`config.mk`:
```
export PLATFORM = sky130hd
export DESIGN_NAME = execute_controller
export DESIGN_NICKNAME = d
export VERILOG_FILES = /design/src/rtl/exec_ctrl_pkg.sv /design/src/rtl/opcodes_pkg.sv /design/src/rtl/execute_controller.sv
export SDC_FILE = /design/constraint.sdc
export NUM_CORES = 1
export LEC_CHECK = 0
export ABC_AREA = 1
export CAP_MARGIN = 30
export CELL_PAD_IN_SITES_DETAIL_PLACEMENT = 1
export CELL_PAD_IN_SITES_GLOBAL_PLACEMENT = 1
export CORE_UTILIZATION = 25
export CTS_CLUSTER_DIAMETER = 80
export CTS_CLUSTER_SIZE = 20
export DETAILED_ROUTE_END_ITERATION = 8
export GPL_TIMING_DRIVEN = 0
export PLACE_DENSITY = 0.85
export REMOVE_ABC_BUFFERS = 1
export SYNTH_ARGS = -nofsm -noshare
export SYNTH_HDL_FRONTEND = slang
export SYNTH_SLANG_ARGS = --single-unit
```
`constraint.sdc`:
```
create_clock -name clk -period 6.6 [get_ports clk]
set_input_delay 1.32 -clock clk [delete_from_list [all_inputs] [get_ports clk]]
set_output_delay 1.32 -clock clk [all_outputs]
set_load 0.01 [all_outputs]
```
`src/rtl/exec_ctrl_pkg.sv`:
```
// ---------------------------------------------------------------------------
// exec_ctrl_pkg
// Request/response records and controller state encoding shared between the
// execute controller, the execute datapath and the neighbouring stages.
// EX_XLEN / EX_ILEN fix the record field widths (data path / PC width).
// ---------------------------------------------------------------------------
package exec_ctrl_pkg;

  localparam int EX_XLEN = 32;
  localparam int EX_ILEN = 32;

  typedef struct packed {
    logic [6:0]         opcode;
    logic [2:0]         func3;
    logic [6:0]         func7;
    logic [EX_XLEN-1:0] valA;
    logic [EX_XLEN-1:0] valB;
    logic [EX_XLEN-1:0] valC;
    logic [EX_ILEN-1:0] pc;
  } ex_req_t;

  typedef struct packed {
    logic [6:0]         opcode;
    logic [2:0]         func3;
    logic [EX_XLEN-1:0] valE;
    logic [EX_XLEN-1:0] valB;
    logic [EX_ILEN-1:0] link;
    logic [EX_ILEN-1:0] pc;
  } ex_rsp_t;

  typedef enum logic [1:0] {
    ST_RUN      = 2'd0,
    ST_REDIRECT = 2'd1,
    ST_HALT     = 2'd2
  } ex_state_t;

endpackage

```
`src/rtl/opcodes_pkg.sv`:
```
// ---------------------------------------------------------------------------
// opcodes_pkg
// Base-ISA major opcode constants (instruction bits [6:0]) shared by the
// decode, execute and memory stages.
// ---------------------------------------------------------------------------
package opcodes_pkg;

  localparam logic [6:0] OPC_LOAD   = 7'b000_0011;
  localparam logic [6:0] OPC_OP_IMM = 7'b001_0011;
  localparam logic [6:0] OPC_AUIPC  = 7'b001_0111;
  localparam logic [6:0] OPC_STORE  = 7'b010_0011;
  localparam logic [6:0] OPC_OP     = 7'b011_0011;
  localparam logic [6:0] OPC_LUI    = 7'b011_0111;
  localparam logic [6:0] OPC_BRANCH = 7'b110_0011;
  localparam logic [6:0] OPC_JALR   = 7'b110_0111;
  localparam logic [6:0] OPC_JAL    = 7'b110_1111;

endpackage

```
`src/rtl/execute_controller.sv`:
```
// ---------------------------------------------------------------------------
// execute_controller
// One-entry holding stage in front of the combinational execute datapath.
// Accepts a decoded request, presents it to the datapath on dp_req, forwards
// the result to the memory stage, redirects fetch for taken control
// transfers and halts on an illegal instruction until halt_clear.
//
// Ports
//   clk, rst                 clock, asynchronous active-high reset
//   in_valid/in_ready/in_req request from decode
//   dp_req                   held request to the execute datapath
//   dp_valE/dp_cond/dp_fault datapath result, branch condition, illegal flag
//   out_valid/out_ready/out_rsp  result to the memory stage
//   redirect_valid/redirect_pc   one-cycle fetch redirect
//   fault/fault_pc           halted on illegal instruction, its PC
//   halt_clear               leave the halted state
//   retired_count/stall_count    only with EXEC_CTRL_PERF_EN defined
//
// Configuration macro: EXEC_CTRL_PERF_EN adds the two performance counters.
// ---------------------------------------------------------------------------
module execute_controller
  import opcodes_pkg::*;
  import exec_ctrl_pkg::*;
#(
  parameter int XLEN = EX_XLEN,
  parameter int ILEN = EX_ILEN
) (
  input  logic            clk,
  input  logic            rst,
  input  logic            in_valid,
  output logic            in_ready,
  input  ex_req_t         in_req,
  output ex_req_t         dp_req,
  input  logic [XLEN-1:0] dp_valE,
  input  logic            dp_cond,
  input  logic            dp_fault,
  output logic            out_valid,
  input  logic            out_ready,
  output ex_rsp_t         out_rsp,
  output logic            redirect_valid,
  output logic [ILEN-1:0] redirect_pc,
  output logic            fault,
  output logic [ILEN-1:0] fault_pc,
  input  logic            halt_clear
`ifdef EXEC_CTRL_PERF_EN
  ,
  output logic [31:0]     retired_count,
  output logic [31:0]     stall_count
`endif
);

  ex_state_t          state;
  logic               held_valid;
  ex_req_t            held;

  logic               is_jal;
  logic               is_jalr;
  logic               ctrl_xfer;
  logic               out_fire;
  logic [EX_ILEN-1:0] link;
  logic [ILEN-1:0]    redir_tgt;

  assign dp_req = held;

  assign is_jal    = (held.opcode == OPC_JAL);
  assign is_jalr   = (held.opcode == OPC_JALR);
  assign ctrl_xfer = is_jal || is_jalr || ((held.opcode == OPC_BRANCH) && dp_cond);

  assign out_valid = (state == ST_RUN) && held_valid && !dp_fault;
  assign out_fire  = out_valid && out_ready;

  // A firing control transfer cannot hand over its slot: the instructions
  // behind it are on the wrong path until the redirect has gone out.
  assign in_ready = (state == ST_RUN) && (!held_valid || (out_fire && !ctrl_xfer));

  assign link = held.pc + EX_ILEN'(4);

  always_comb begin
    out_rsp        = '0;
    out_rsp.opcode = held.opcode;
    out_rsp.func3  = held.func3;
    out_rsp.valB   = held.valB;
    out_rsp.link   = link;
    out_rsp.pc     = held.pc;
    out_rsp.valE   = (is_jal || is_jalr) ? EX_XLEN'(link) : EX_XLEN'(dp_valE);
  end

  // JALR targets are forced to even addresses.
  always_comb begin
    redir_tgt = ILEN'(dp_valE);
    if (is_jalr) redir_tgt[0] = 1'b0;
  end

  always_ff @(posedge clk or posedge rst) begin
    if (rst) begin
      state          <= ST_RUN;
      held_valid     <= 1'b0;
      held           <= '0;
      redirect_valid <= 1'b0;
      redirect_pc    <= '0;
      fault          <= 1'b0;
      fault_pc       <= '0;
    end else begin
      case (state)
        ST_RUN: begin
          if (held_valid && dp_fault) begin
            held_valid <= 1'b0;
            fault      <= 1'b1;
            fault_pc   <= ILEN'(held.pc);
            state      <= ST_HALT;
          end else if (out_fire && ctrl_xfer) begin
            held_valid     <= 1'b0;
            redirect_valid <= 1'b1;
            redirect_pc    <= redir_tgt;
            state          <= ST_REDIRECT;
          end else if (in_valid && in_ready) begin
            held       <= in_req;
            held_valid <= 1'b1;
          end else if (out_fire) begin
            held_valid <= 1'b0;
          end
        end
        ST_REDIRECT: begin
          redirect_valid <= 1'b0;
          state          <= ST_RUN;
        end
        ST_HALT: begin
          if (halt_clear) begin
            fault <= 1'b0;
            state <= ST_RUN;
          end
        end
        default: state <= ST_RUN;
      endcase
    end
  end

`ifdef EXEC_CTRL_PERF_EN
  always_ff @(posedge clk or posedge rst) begin
    if (rst) begin
      retired_count <= '0;
      stall_count   <= '0;
    end else begin
      if (out_fire)               retired_count <= retired_count + 32'd1;
      if (out_valid && !out_ready) stall_count  <= stall_count + 32'd1;
    end
  end
`endif

endmodule

```
# Word level (Yosys, flattened, before mapping)
# Index checks and enable logic that the tools add are counted.
# word_totals
elab_cells	68
register_bits	214
output_inout_bits	351
# op_classes
n_mux	16
n_addsub	1
n_eq_ne	10
bitwise	2
reduce_logical	26
# ops
operator	count
adder 32 x 3 -> 32 bit, second input constant	1
two-way mux 32 bit	1
== test 7 bit, second input constant	3
logical AND 1 bit	9
two-way mux 1 bit	9
AND reduction 3 bit	3
two-way mux 2 bit	3
AND reduction 2 bit	3
!= test 2 x 1 -> 1 bit, second input constant	2
!= test 2 bit, second input constant	2
one-hot mux 1 bit (2 select lines)	2
one-hot mux 2 bit (2 select lines)	1
AND reduction 4 bit	1
nonzero test 2 bit	2
nonzero test 4 bit	1
zero test 1 bit	3
logical OR 1 bit	3
!= test 3 x 1 -> 1 bit, second input constant	1
== test 2 x 1 -> 1 bit, second input constant	1
== test 2 bit, second input constant	1
zero test 2 bit	1
inverter 1 bit	2

# Longest topological paths before layout
# Gate-level depths: netlist (run 1).
# depth
depth_word	11
ltp_mapped	11

# Least setup slack after synthesis (run 1)
# No wires, ideal clock.
# synth_timing
path_kind	in2out
start	input dp_fault
end	output in_ready
slack_ns	3.311
cell_stages	5
required_ns	5.280
path_buffers	0
arrival_ns	1.969
path_cell_list	nor2_1 nand2_1 nor2_2 nand3_1 a21boi_0
# synth_between
elab_chain_cells	6
# synth_rtl
item	line	text
start, declared	execute_controller.sv:36	input logic dp_fault,
zero test 1 bit	execute_controller.sv:69	assign out_valid = (state == ST_RUN) && held_valid && !dp_fault;
logical AND 1 bit	execute_controller.sv:69	
logical AND 1 bit	execute_controller.sv:70	assign out_fire = out_valid && out_ready;
logical AND 1 bit	execute_controller.sv:74	assign in_ready = (state == ST_RUN) && (!held_valid || (out_fire && !ctrl_xfer));
logical OR 1 bit	execute_controller.sv:74	
logical AND 1 bit	execute_controller.sv:74	
end, declared	execute_controller.sv:31	output logic in_ready,
# Every way passes these cells.

==> results of run 1 <==
layer usage:
metal,wire (um),global-route usage (%)
met5,11,0
met4,1670,7.96
met3,3910,6.51
met2,22600,36.2
met1,16400,22.1
through the flow:
stage                     utilization (%)  hold slack [ns]  cells  instance area [um^2]  worst slack, ns
final                                39.9            0.471   2219                 16300             1.90
after global placement               37.6            0.453   2178                 15400            -9.84
after global routing                 39.9            0.504   2218                 16300             1.58
after detailed placement             38.4            0.458   2190                 15700             1.77
after floorplan                         -            0.504   1112                  9390            -2.32
after CTS                            39.9            0.478   2218                 16300             1.80
cell families after synthesis:
| group | Yosys count | share of synthesized area, % |
|---|---|---|
| xor gates and xnor gates | 14 | 1.18 |
| and+or+nand+nor | 734 | 30.6 |
| DFF | 214 | 51.6 |
| muxes | 9 | 0.977 |
| buffers and inverters | 226 | 11.9 |
| AOI/OAI and AO/OA | 74 | 3.62 |
| adders and majority gates | 1 | 0.121 |
layout by cell type (no fill, tap or decap), types with 2 or more instances in the layout:
master / count
nand3_1: 19
mux2_2: 9
inv_6: 2
inv_12: 2
buf_16: 5
clkbuf_16: 19
nor2_4: 2
inv_1: 65
nand2_1: 513
nor3_1: 2
clkdlybuf4s50_1: 533
nand4_1: 146
and2_1: 2
nor2_1: 44
xor2_1: 14
inv_8: 3
nor2_2: 2
buf_12: 7
dfrtp_1: 214
o21ai_0: 72
nand2_2: 2
state kept, by name, summed over array words and instances, names as in the netlist:
signal	flops
held_valid	1
fault_pc	32
redirect_valid	1
fault	1
redirect_pc	32
dp_req	145
state	2
final cells by class:
type	instances	area (um^2)	area share, %
Clock buffer	20	479	2.94
Clock inverter	8	123	0.752
Inverter	66	255	1.56
Antenna cell	1	2.50	0.0153
Sequential cell	214	5360	32.8
Timing Repair Buffer	546	5620	34.5
Tap cell	532	666	4.08
Multi-Input combinational cell	832	3810	23.4
worst max-delay path, cell delays in order, from the launching register on:
cell	delay (ns)
dfrtp_1	0.41
nand2_1	0.11
nor2_1	0.17
nand2_1	0.46
inv_1	0.64
buf_16	0.25
nand2_1	0.12
o21ai_0	0.09
clkdlybuf4s50_1	0.56
where the power goes:
group          internal [mW]  switching [mW]
Clock                  0.591           0.576
Combinational           1.93            1.92
Sequential              1.84           0.561
path summary, 6_finish.rpt:
check                                         from                       to  cells past startpoint
max in group asynchronous                      rst   dp_req[13]$_DFFE_PP0P_                      3
setup / recovery           dp_req[139]$_DFFE_PP0P_             out_rsp[126]                      8
setup reg to reg              state[1]$_DFFE_PP0P_   dp_req[57]$_DFFE_PP0P_                     11
hold / removal             dp_req[127]$_DFFE_PP0P_  dp_req[127]$_DFFE_PP0P_                      2
hold reg to reg            dp_req[127]$_DFFE_PP0P_  dp_req[127]$_DFFE_PP0P_                      2
min in group asynchronous                      rst   dp_req[64]$_DFFE_PP0P_                      2
==> impl_metrics.csv, run 1 <==
group,metric,value,unit
route,routed_via_density,4.84,
logic_synthesis,postSynth.asyncResetShare,100,%
floorplanning,placementRows,74,
logic_synthesis,syn_avg_cell_area,8.16,um^2
floorplanning,starting_density_of_the_core,25.4,%
timing,setup_tns,0,ns
clock_tree,cts_buffers,18,
place,final_gp_congestion,0.865,
logic_synthesis,synth.distinct_cells,21,
finish,syn2layout_area_growth,57.2,%
clock_tree,ctsLongestPathBuffers,3,
timing,maxClockFrequency,0.213,GHz
floorplanning,num_io_pins,535,
run,cap_violations,0,
route,total_vias_in_the_final_route,10736,
timing,hold_violations,0,
timing,skew,0.0299,ns
logic_synthesis,synth_seq_cells,214,
finish,layout-drive-gt1-share,3.44,%
clock_tree,clock_tree_from_tritoncts,"built",
clock_tree,postCtsResizedCells,0,
clock_tree,clk_pin_slew,0.09,ns
global_route,grt_first_pass_wirelength,66.3,mm
worst_setup_path,crit_type,"reg2out",
route,wirelength,44.6,mm
logic_synthesis,synth-edff-count,0,
place,buffer_ports.inserted,534,
logic_synthesis,post_synth_inst_count,1272,
timing,slew_headroom,39.3,%
worst_setup_path,worst-endpoint-required,5.28,ns
global_route,grt_use_total,20.3,%
route,detail_route.iter0.violations,467,
worst_setup_path,critPathArrivalTime,3.38,ns
global_route,antenna_violations_before_repair,2,
logic_synthesis,yosys_warnings,0,
floorplanning,die-width,206,um
logic_synthesis,synth_seq_area_share,51.6,%
route,routedWlPerCell,20.1,um
logic_synthesis,post-synth-top-area-fraction,51.6,%
finish,fillCellCount,4763,
floorplanning,floorplan.die_area,0.0423,mm^2
logic_synthesis,synth_largest_area_cell,"dfrtp_1",
power,vdd.ir_drop.worst,0.000222,V
clock_tree,cts_setup_buffers,0,
logic_synthesis,syn-cell-area,0.0104,mm^2
route,antenna_left,0,
worst_setup_path,setup.worst_path.start_class,"register",
finish,num-nets-final,1863,
power,leakage_power_total,7.45,nW
timing,final_period_minus_worst_setup_slack,4.70,ns
power,cellPowerDensity,455,mW/mm^2
status,outcome,"finished, final reports clean",
timing,grt_setup_unrepaired,"no",
worst_setup_path,critical_path.max_fanout,33,
floorplanning,die_h,206,um
logic_synthesis,synthTopCellsByCount,"516 x nand2_1, 214 x dfrtp_1, 146 x nand4_1, 78 x buf_4, 72 x o21ai_0",
global_route,overflow,0,
clock_tree,clock-sinks,214,
logic_synthesis,synth.area.top_cells,"dfrtp_1 52%, nand2_1 19%, nand4_1 8.8%, buf_4 5.6%, o21ai_0 3.5%",
clock_tree,clk_latency,0.53,ns
clock_tree,postCtsHoldBufs,0,
worst_setup_path,setup.worst_path.end_class,"output port",
timing,finalSetupViolations,0,
route,drt_first_pass_iters,5,
clock_tree,clk_root_buffer_cell,"clkbuf_16",
min_path,hp-class,"reg2reg",
global_route,vias_in_the_first_global_route,11278,
timing,final_cycle_utilization_of_the_critical_path,71.2,%
global_route,grt_max_degree,112,
worst_setup_path,reg2reg_slack,2.68,ns
timing,worst-slew-pin-transition,0.911,ns
floorplanning,core_region_area,0.0409,mm^2
logic_synthesis,synthMostInstantiatedCell,"nand2_1",
logic_synthesis,synth_flop_cell,"dfrtp_1",
route,drc_errors,0,
place,detailed_place_hpwl,32.9,mm
clock_tree,number_of_h_tree_levels,1,
power,power.total,7.42,mW
timing,timing.final.max_slew_violations,0,
Note: power is estimated with default switching activity, not from simulation.
==> inputs of run 2 (changes only) <==
- CORE_AREA: default -> 2 2 208 210
- CORE_UTILIZATION: 25 -> default
- DIE_AREA: default -> 0 0 210 212
- PLACE_DENSITY: 0.85 -> 0.81
- clock period: 6.6 -> 4.9 ns (I/O delays scaled with it)
==> impl_metrics.csv, run 2 (synthesis gave the netlist of run 1 again) <==
group,metric,value,unit
clock_tree,clock_tree_from_tritoncts,"built",
worst_setup_path,critPathMostFrequentCell,"nand2_1",
timing,skew,0.0201,ns
timing,final_cycle_utilization_of_the_critical_path,89.0,%
timing,post-route-worst-setup-slack,0.539,ns
finish,multi_input_comb_area,0.00381,mm^2
route,drc_errors,0,
timing,maxClockFrequency,0.229,GHz
finish,largest_register_ffs,145,
place,final_gp_congestion,0.838,
clock_tree,postCtsResizedCells,0,
worst_setup_path,cp_num_buf_inv,3,
clock_tree,clk_pin_slew,0.08,ns
worst_setup_path,critical-path-slowest-cell,"inv_1",
clock_tree,cts_setup_buffers,0,
min_path,hold-path-cell-count,2,
floorplanning,die_h,212,um
clock_tree,postCtsHoldBufs,0,
clock_tree,number_of_h_tree_levels,1,
route,routedWlPerCell,19.7,um
finish,sequential_cell_area,0.00536,mm^2
worst_setup_path,setup.worst_path.start_class,"register",
worst_setup_path,path_cells,"nand2_1, nor2_1, nand2_1, inv_1, buf_16, nand2_1, o21ai_0, clkdlybuf4s50_1",
global_route,grt_use_total,19.2,%
place,buffer_ports.inserted,534,
power,cellPowerDensity,609,mW/mm^2
floorplanning,starting_density_of_the_core,24.4,%
global_route,grt_max_degree,111,
global_route,antenna_violations_before_repair,0,
place,detailed_place_hpwl,33.1,mm
timing,finalSetupViolations,0,
clock_tree,ctsLongestPathBuffers,3,
worst_setup_path,critical_path.max_fanout,34,
worst_setup_path,timing.reg2reg.worst_path_depth,10,
route,wirelength,44.1,mm
global_route,overflow,0,
worst_setup_path,worst-endpoint-required,3.92,ns
route,antenna_left,0,
power,leakage_power_total,7.46,nW
finish,syn2layout_area_growth,57.4,%
worst_setup_path,r2r_end,"dp_req[136]$_DFFE_PP0P_",
worst_setup_path,reg2reg_slack,1.21,ns
timing,setup_tns,0,ns
clock_tree,clk_root_buffer_cell,"clkbuf_16",
timing,worst-slew-pin-transition,0.881,ns
clock_tree,clk_latency,0.52,ns
finish,fillCellCount,4970,
status,outcome,"finished, final reports clean",
route,total_vias_in_the_final_route,10557,
clock_tree,clock-sinks,214,
finish,most-common-layout-cells,"533 x clkdlybuf4s50_1, 513 x nand2_1, 214 x dfrtp_1, 146 x nand4_1, 72 x o21ai_0",
worst_setup_path,timing.critical_path.max_delay_family,"buffers and inverters",
floorplanning,placementRows,76,
clock_tree,cts_buffers,18,
worst_setup_path,critical-path-max-stage-delay,0.65,ns
global_route,vias_in_the_first_global_route,11353,
route,routed_via_density,4.72,
place,pre_cts_slack,0.589,ns
global_route,grt_first_pass_wirelength,66.9,mm
run,cap_violations,0,
worst_setup_path,cp_num_cells,8,
timing,hold_violations,0,
floorplanning,die-width,210,um
power,vdd.ir_drop.worst,0.000298,V
route,detail_route.iter0.violations,351,
timing,slew_headroom,41.3,%
timing,timing.final.max_slew_violations,0,
floorplanning,num_io_pins,535,
floorplanning,floorplan.die_area,0.0445,mm^2
min_path,holdPathEnd,"dp_req[52]$_DFFE_PP0P_",
min_path,hp-start,"dp_req[52]$_DFFE_PP0P_",
min_path,hp-class,"reg2reg",
finish,final_common_cell,"clkdlybuf4s50_1",
floorplanning,core_region_area,0.0425,mm^2
worst_setup_path,r2r_start,"state[1]$_DFFE_PP0P_",
finish,num-nets-final,1863,
worst_setup_path,critPathArrivalTime,3.38,ns
finish,layout-drive-gt1-share,3.55,%
worst_setup_path,setup.worst_path.end_class,"output port",
timing,final_period_minus_worst_setup_slack,4.36,ns
worst_setup_path,crit_type,"reg2out",
timing,grt_setup_unrepaired,"no",
route,drt_first_pass_iters,4,
-- run 2: changes by cell type in the layout (fill, tap and decap cells not counted), sizes merged --
cell    previous run  this run
clkinv             0         4
inv               73        71
bufinv             1         0
clkbuf            20        21
-- run 2: worst min-delay path, cell delays in order, from the launching register on --
cell     delay [ns]
dfrtp_1        0.35
nand2_1        0.05
nand2_1        0.04
-- run 2: how the worst max path moves through the flow --
| stage | start | slack, ns | endpoint |
|---|---|---|---|
| floorplan | state[1]$_DFFE_PP0P_ | -4.02 | held_valid$_DFFE_PP0P_ |
| global placement | state[1]$_DFFE_PP0P_ | -11.12 | held_valid$_DFFE_PP0P_ |
| detailed placement | dp_fault | 0.59 | dp_req[136]$_DFFE_PP0P_ |
| CTS | dp_req[139]$_DFFE_PP0P_ | 0.45 | out_rsp[123] |
| global route | dp_req[139]$_DFFE_PP0P_ | 0.24 | out_rsp[123] |
| finish | dp_req[139]$_DFFE_PP0P_ | 0.54 | out_rsp[126] |
-- run 2: final cells by class --
| class | count | area share (%) |
|---|---|---|
| clock inverters | 9 | 0.636 |
| inverters | 66 | 1.56 |
| multi-input cells | 832 | 23.3 |
| repair buffers | 546 | 34.5 |
| flip-flops and latches | 214 | 32.8 |
| diodes | 1 | 0.0153 |
| well taps | 546 | 4.18 |
| clock buffers | 21 | 3.02 |
-- run 2: metal layers --
metal  wire (um)  global-route usage [%]
met1       16700                    21.2
met4        1250                    6.04
met3        3090                    4.76
met5           0                       0
met2       23100                    36.0
-- run 2: stage by stage --
stage / utilization [%] / total power, mW / hold slack [ns] / std cells / cell area (um^2)
2_1_floorplan: - / 4.99 / 0.504 / 1112 / 9390
5_1_grt: 38.4 / 10.6 / 0.502 / 2234 / 16300
3_5_place_dp: 37.0 / 8.51 / 0.459 / 2204 / 15700
4_1_cts: 38.4 / 10.1 / 0.479 / 2234 / 16300
6_report: 38.4 / 9.95 / 0.474 / 2235 / 16300
3_3_place_gp: 36.3 / 8.29 / 0.453 / 2192 / 15400
-- run 2: power by group --
group          internal [mW]  switching (mW)  leakage (nW)
clock                  0.760           0.774         0.294
sequential              2.47           0.759          2.72
combinational           2.61            2.57          4.44
==> inputs of run 3 (changes only) <==
- CTS_CLUSTER_SIZE: 20 -> default
==> impl_metrics.csv, run 3 (synthesis gave the netlist of run 1 again) <==
group,metric,value,unit
run,cap_violations,0,
global_route,grt_first_pass_wirelength,67.9,mm
clock_tree,cts_buffers,27,
timing,timing.final.max_slew_violations,0,
timing,skew,0.0156,ns
power,vdd.ir_drop.worst,0.000362,V
finish,syn2layout_area_growth,60.7,%
timing,post-route-worst-setup-slack,0.498,ns
worst_setup_path,critical-path-max-stage-delay,0.67,ns
route,total_vias_in_the_final_route,10617,
clock_tree,clock-sinks,214,
worst_setup_path,setup.worst_path.end_class,"output port",
timing,maxClockFrequency,0.227,GHz
clock_tree,clock_tree_from_tritoncts,"built",
worst_setup_path,critical_path.max_fanout,34,
worst_setup_path,critPathArrivalTime,3.42,ns
clock_tree,cts_setup_buffers,0,
timing,slew_headroom,41.4,%
finish,finish.utilization,39.2,%
global_route,vias_in_the_first_global_route,11489,
global_route,grt_use_total,19.5,%
min_path,hp-class,"reg2reg",
clock_tree,clk_latency,0.56,ns
finish,fillCellCount,4924,
place,detailed_place_hpwl,33.1,mm
worst_setup_path,crit_type,"reg2out",
timing,final_cycle_utilization_of_the_critical_path,89.8,%
finish,final_common_cell,"clkdlybuf4s50_1",
worst_setup_path,path_cells,"nand2_1, nor2_1, nand2_1, inv_1, buf_16, nand2_1, o21ai_0, clkdlybuf4s50_1",
floorplanning,starting_density_of_the_core,24.4,%
finish,most-common-layout-cells,"533 x clkdlybuf4s50_1, 513 x nand2_1, 214 x dfrtp_1, 146 x nand4_1, 72 x o21ai_0",
floorplanning,core_region_area,0.0425,mm^2
global_route,antenna_violations_before_repair,0,
timing,finalSetupViolations,0,
worst_setup_path,worst-endpoint-required,3.92,ns
clock_tree,ctsLongestPathBuffers,3,
route,routedWlPerCell,20.0,um
power,leakage_power_total,7.62,nW
worst_setup_path,timing.critical_path.max_delay_family,"buffers and inverters",
floorplanning,die_h,212,um
timing,worst-slew-pin-transition,0.878,ns
global_route,overflow,0,
finish,num-nets-final,1872,
clock_tree,postCtsResizedCells,0,
power,cellPowerDensity,632,mW/mm^2
worst_setup_path,cp_num_buf_inv,3,
finish,layout-drive-gt1-share,4.51,%
route,drc_errors,0,
finish,largest_register_ffs,145,
finish,sequential_cell_area,0.00536,mm^2
floorplanning,floorplan.die_area,0.0445,mm^2
timing,hold_violations,0,
place,pre_cts_slack,0.589,ns
timing,final_period_minus_worst_setup_slack,4.40,ns
route,detail_route.iter0.violations,501,
finish,multi_input_comb_area,0.00381,mm^2
worst_setup_path,critical-path-slowest-cell,"inv_1",
floorplanning,die-width,210,um
place,final_gp_congestion,0.838,
route,routed_via_density,4.71,
status,outcome,"finished, final reports clean",
route,wirelength,45.0,mm
clock_tree,postCtsHoldBufs,0,
global_route,grt_max_degree,111,
route,antenna_left,0,
route,drt_first_pass_iters,5,
floorplanning,placementRows,76,
timing,grt_setup_unrepaired,"no",
clock_tree,number_of_h_tree_levels,1,
worst_setup_path,critPathMostFrequentCell,"nand2_1",
clock_tree,clk_root_buffer_cell,"clkbuf_16",
clock_tree,clk_pin_slew,0.07,ns
floorplanning,num_io_pins,535,
worst_setup_path,setup.worst_path.start_class,"register",
place,buffer_ports.inserted,534,
==> run 3: final cells by class <==
| cell class | instances | share of cell area [%] |
|---|---|---|
| Sequential cell | 214 | 32.1 |
| Antenna cell | 1 | 0.0150 |
| Clock inverter | 14 | 1.10 |
| Clock buffer | 34 | 4.51 |
| Inverter | 66 | 1.53 |
| Multi-Input combinational cell | 832 | 22.9 |
| Tap cell | 546 | 4.10 |
| Timing Repair Buffer | 546 | 33.8 |
==> run 3: routing by layer <==
layer	track usage (%)	wire length (um)	vias up	share of wire, %
li1	-	-	4885	-
met1	21.6	17100	5263	38
met2	36.7	23600	406	53
met3	4.87	3090	63	6.9
met4	6.07	1180	0	2.6
met5	0	0	-	0
==> run 3: stage by stage <==
stage	TNS, ns	cell area [um^2]	std cells	total power, mW	hold WS, ns
after global placement	-2844.13	15400	2192	8.29	0.453
after detailed placement	0	15700	2204	8.51	0.459
final	0	16700	2253	10.5	0.471
after floorplan	-994.29	9390	1112	4.99	0.504
after global routing	0	16700	2252	11.2	0.497
after CTS	0	16700	2252	10.7	0.475
==> run 3: power breakdown <==
group          switching [mW]  internal [mW]
Combinational            2.59           2.61
Clock                   0.850           1.25
Sequential              0.759           2.48
Total                    4.19           6.34
==> run 3: tightest hold or removal path, cell delays in order (launching register included) <==
cell and delay (ns):
dfrtp_1 0.34, nand2_1 0.05, nand2_1 0.04
==> run 3: worst paths after layout <==
check | slack, ns | startpoint | to | cells past startpoint
setup / recovery | 0.50 | dp_req[138]$_DFFE_PP0P_ | out_rsp[123] | 8
hold / removal | 0.47 | dp_req[52]$_DFFE_PP0P_ | dp_req[52]$_DFFE_PP0P_ | 2
setup reg to reg | 1.17 | state[1]$_DFFE_PP0P_ | dp_req[136]$_DFFE_PP0P_ | 10
hold reg to reg | 0.47 | dp_req[52]$_DFFE_PP0P_ | dp_req[52]$_DFFE_PP0P_ | 2
max in group asynchronous | 2.82 | rst | redirect_pc[19]$_DFFE_PP0P_ | 3
min in group asynchronous | 0.99 | rst | dp_req[69]$_DFFE_PP0P_ | 2
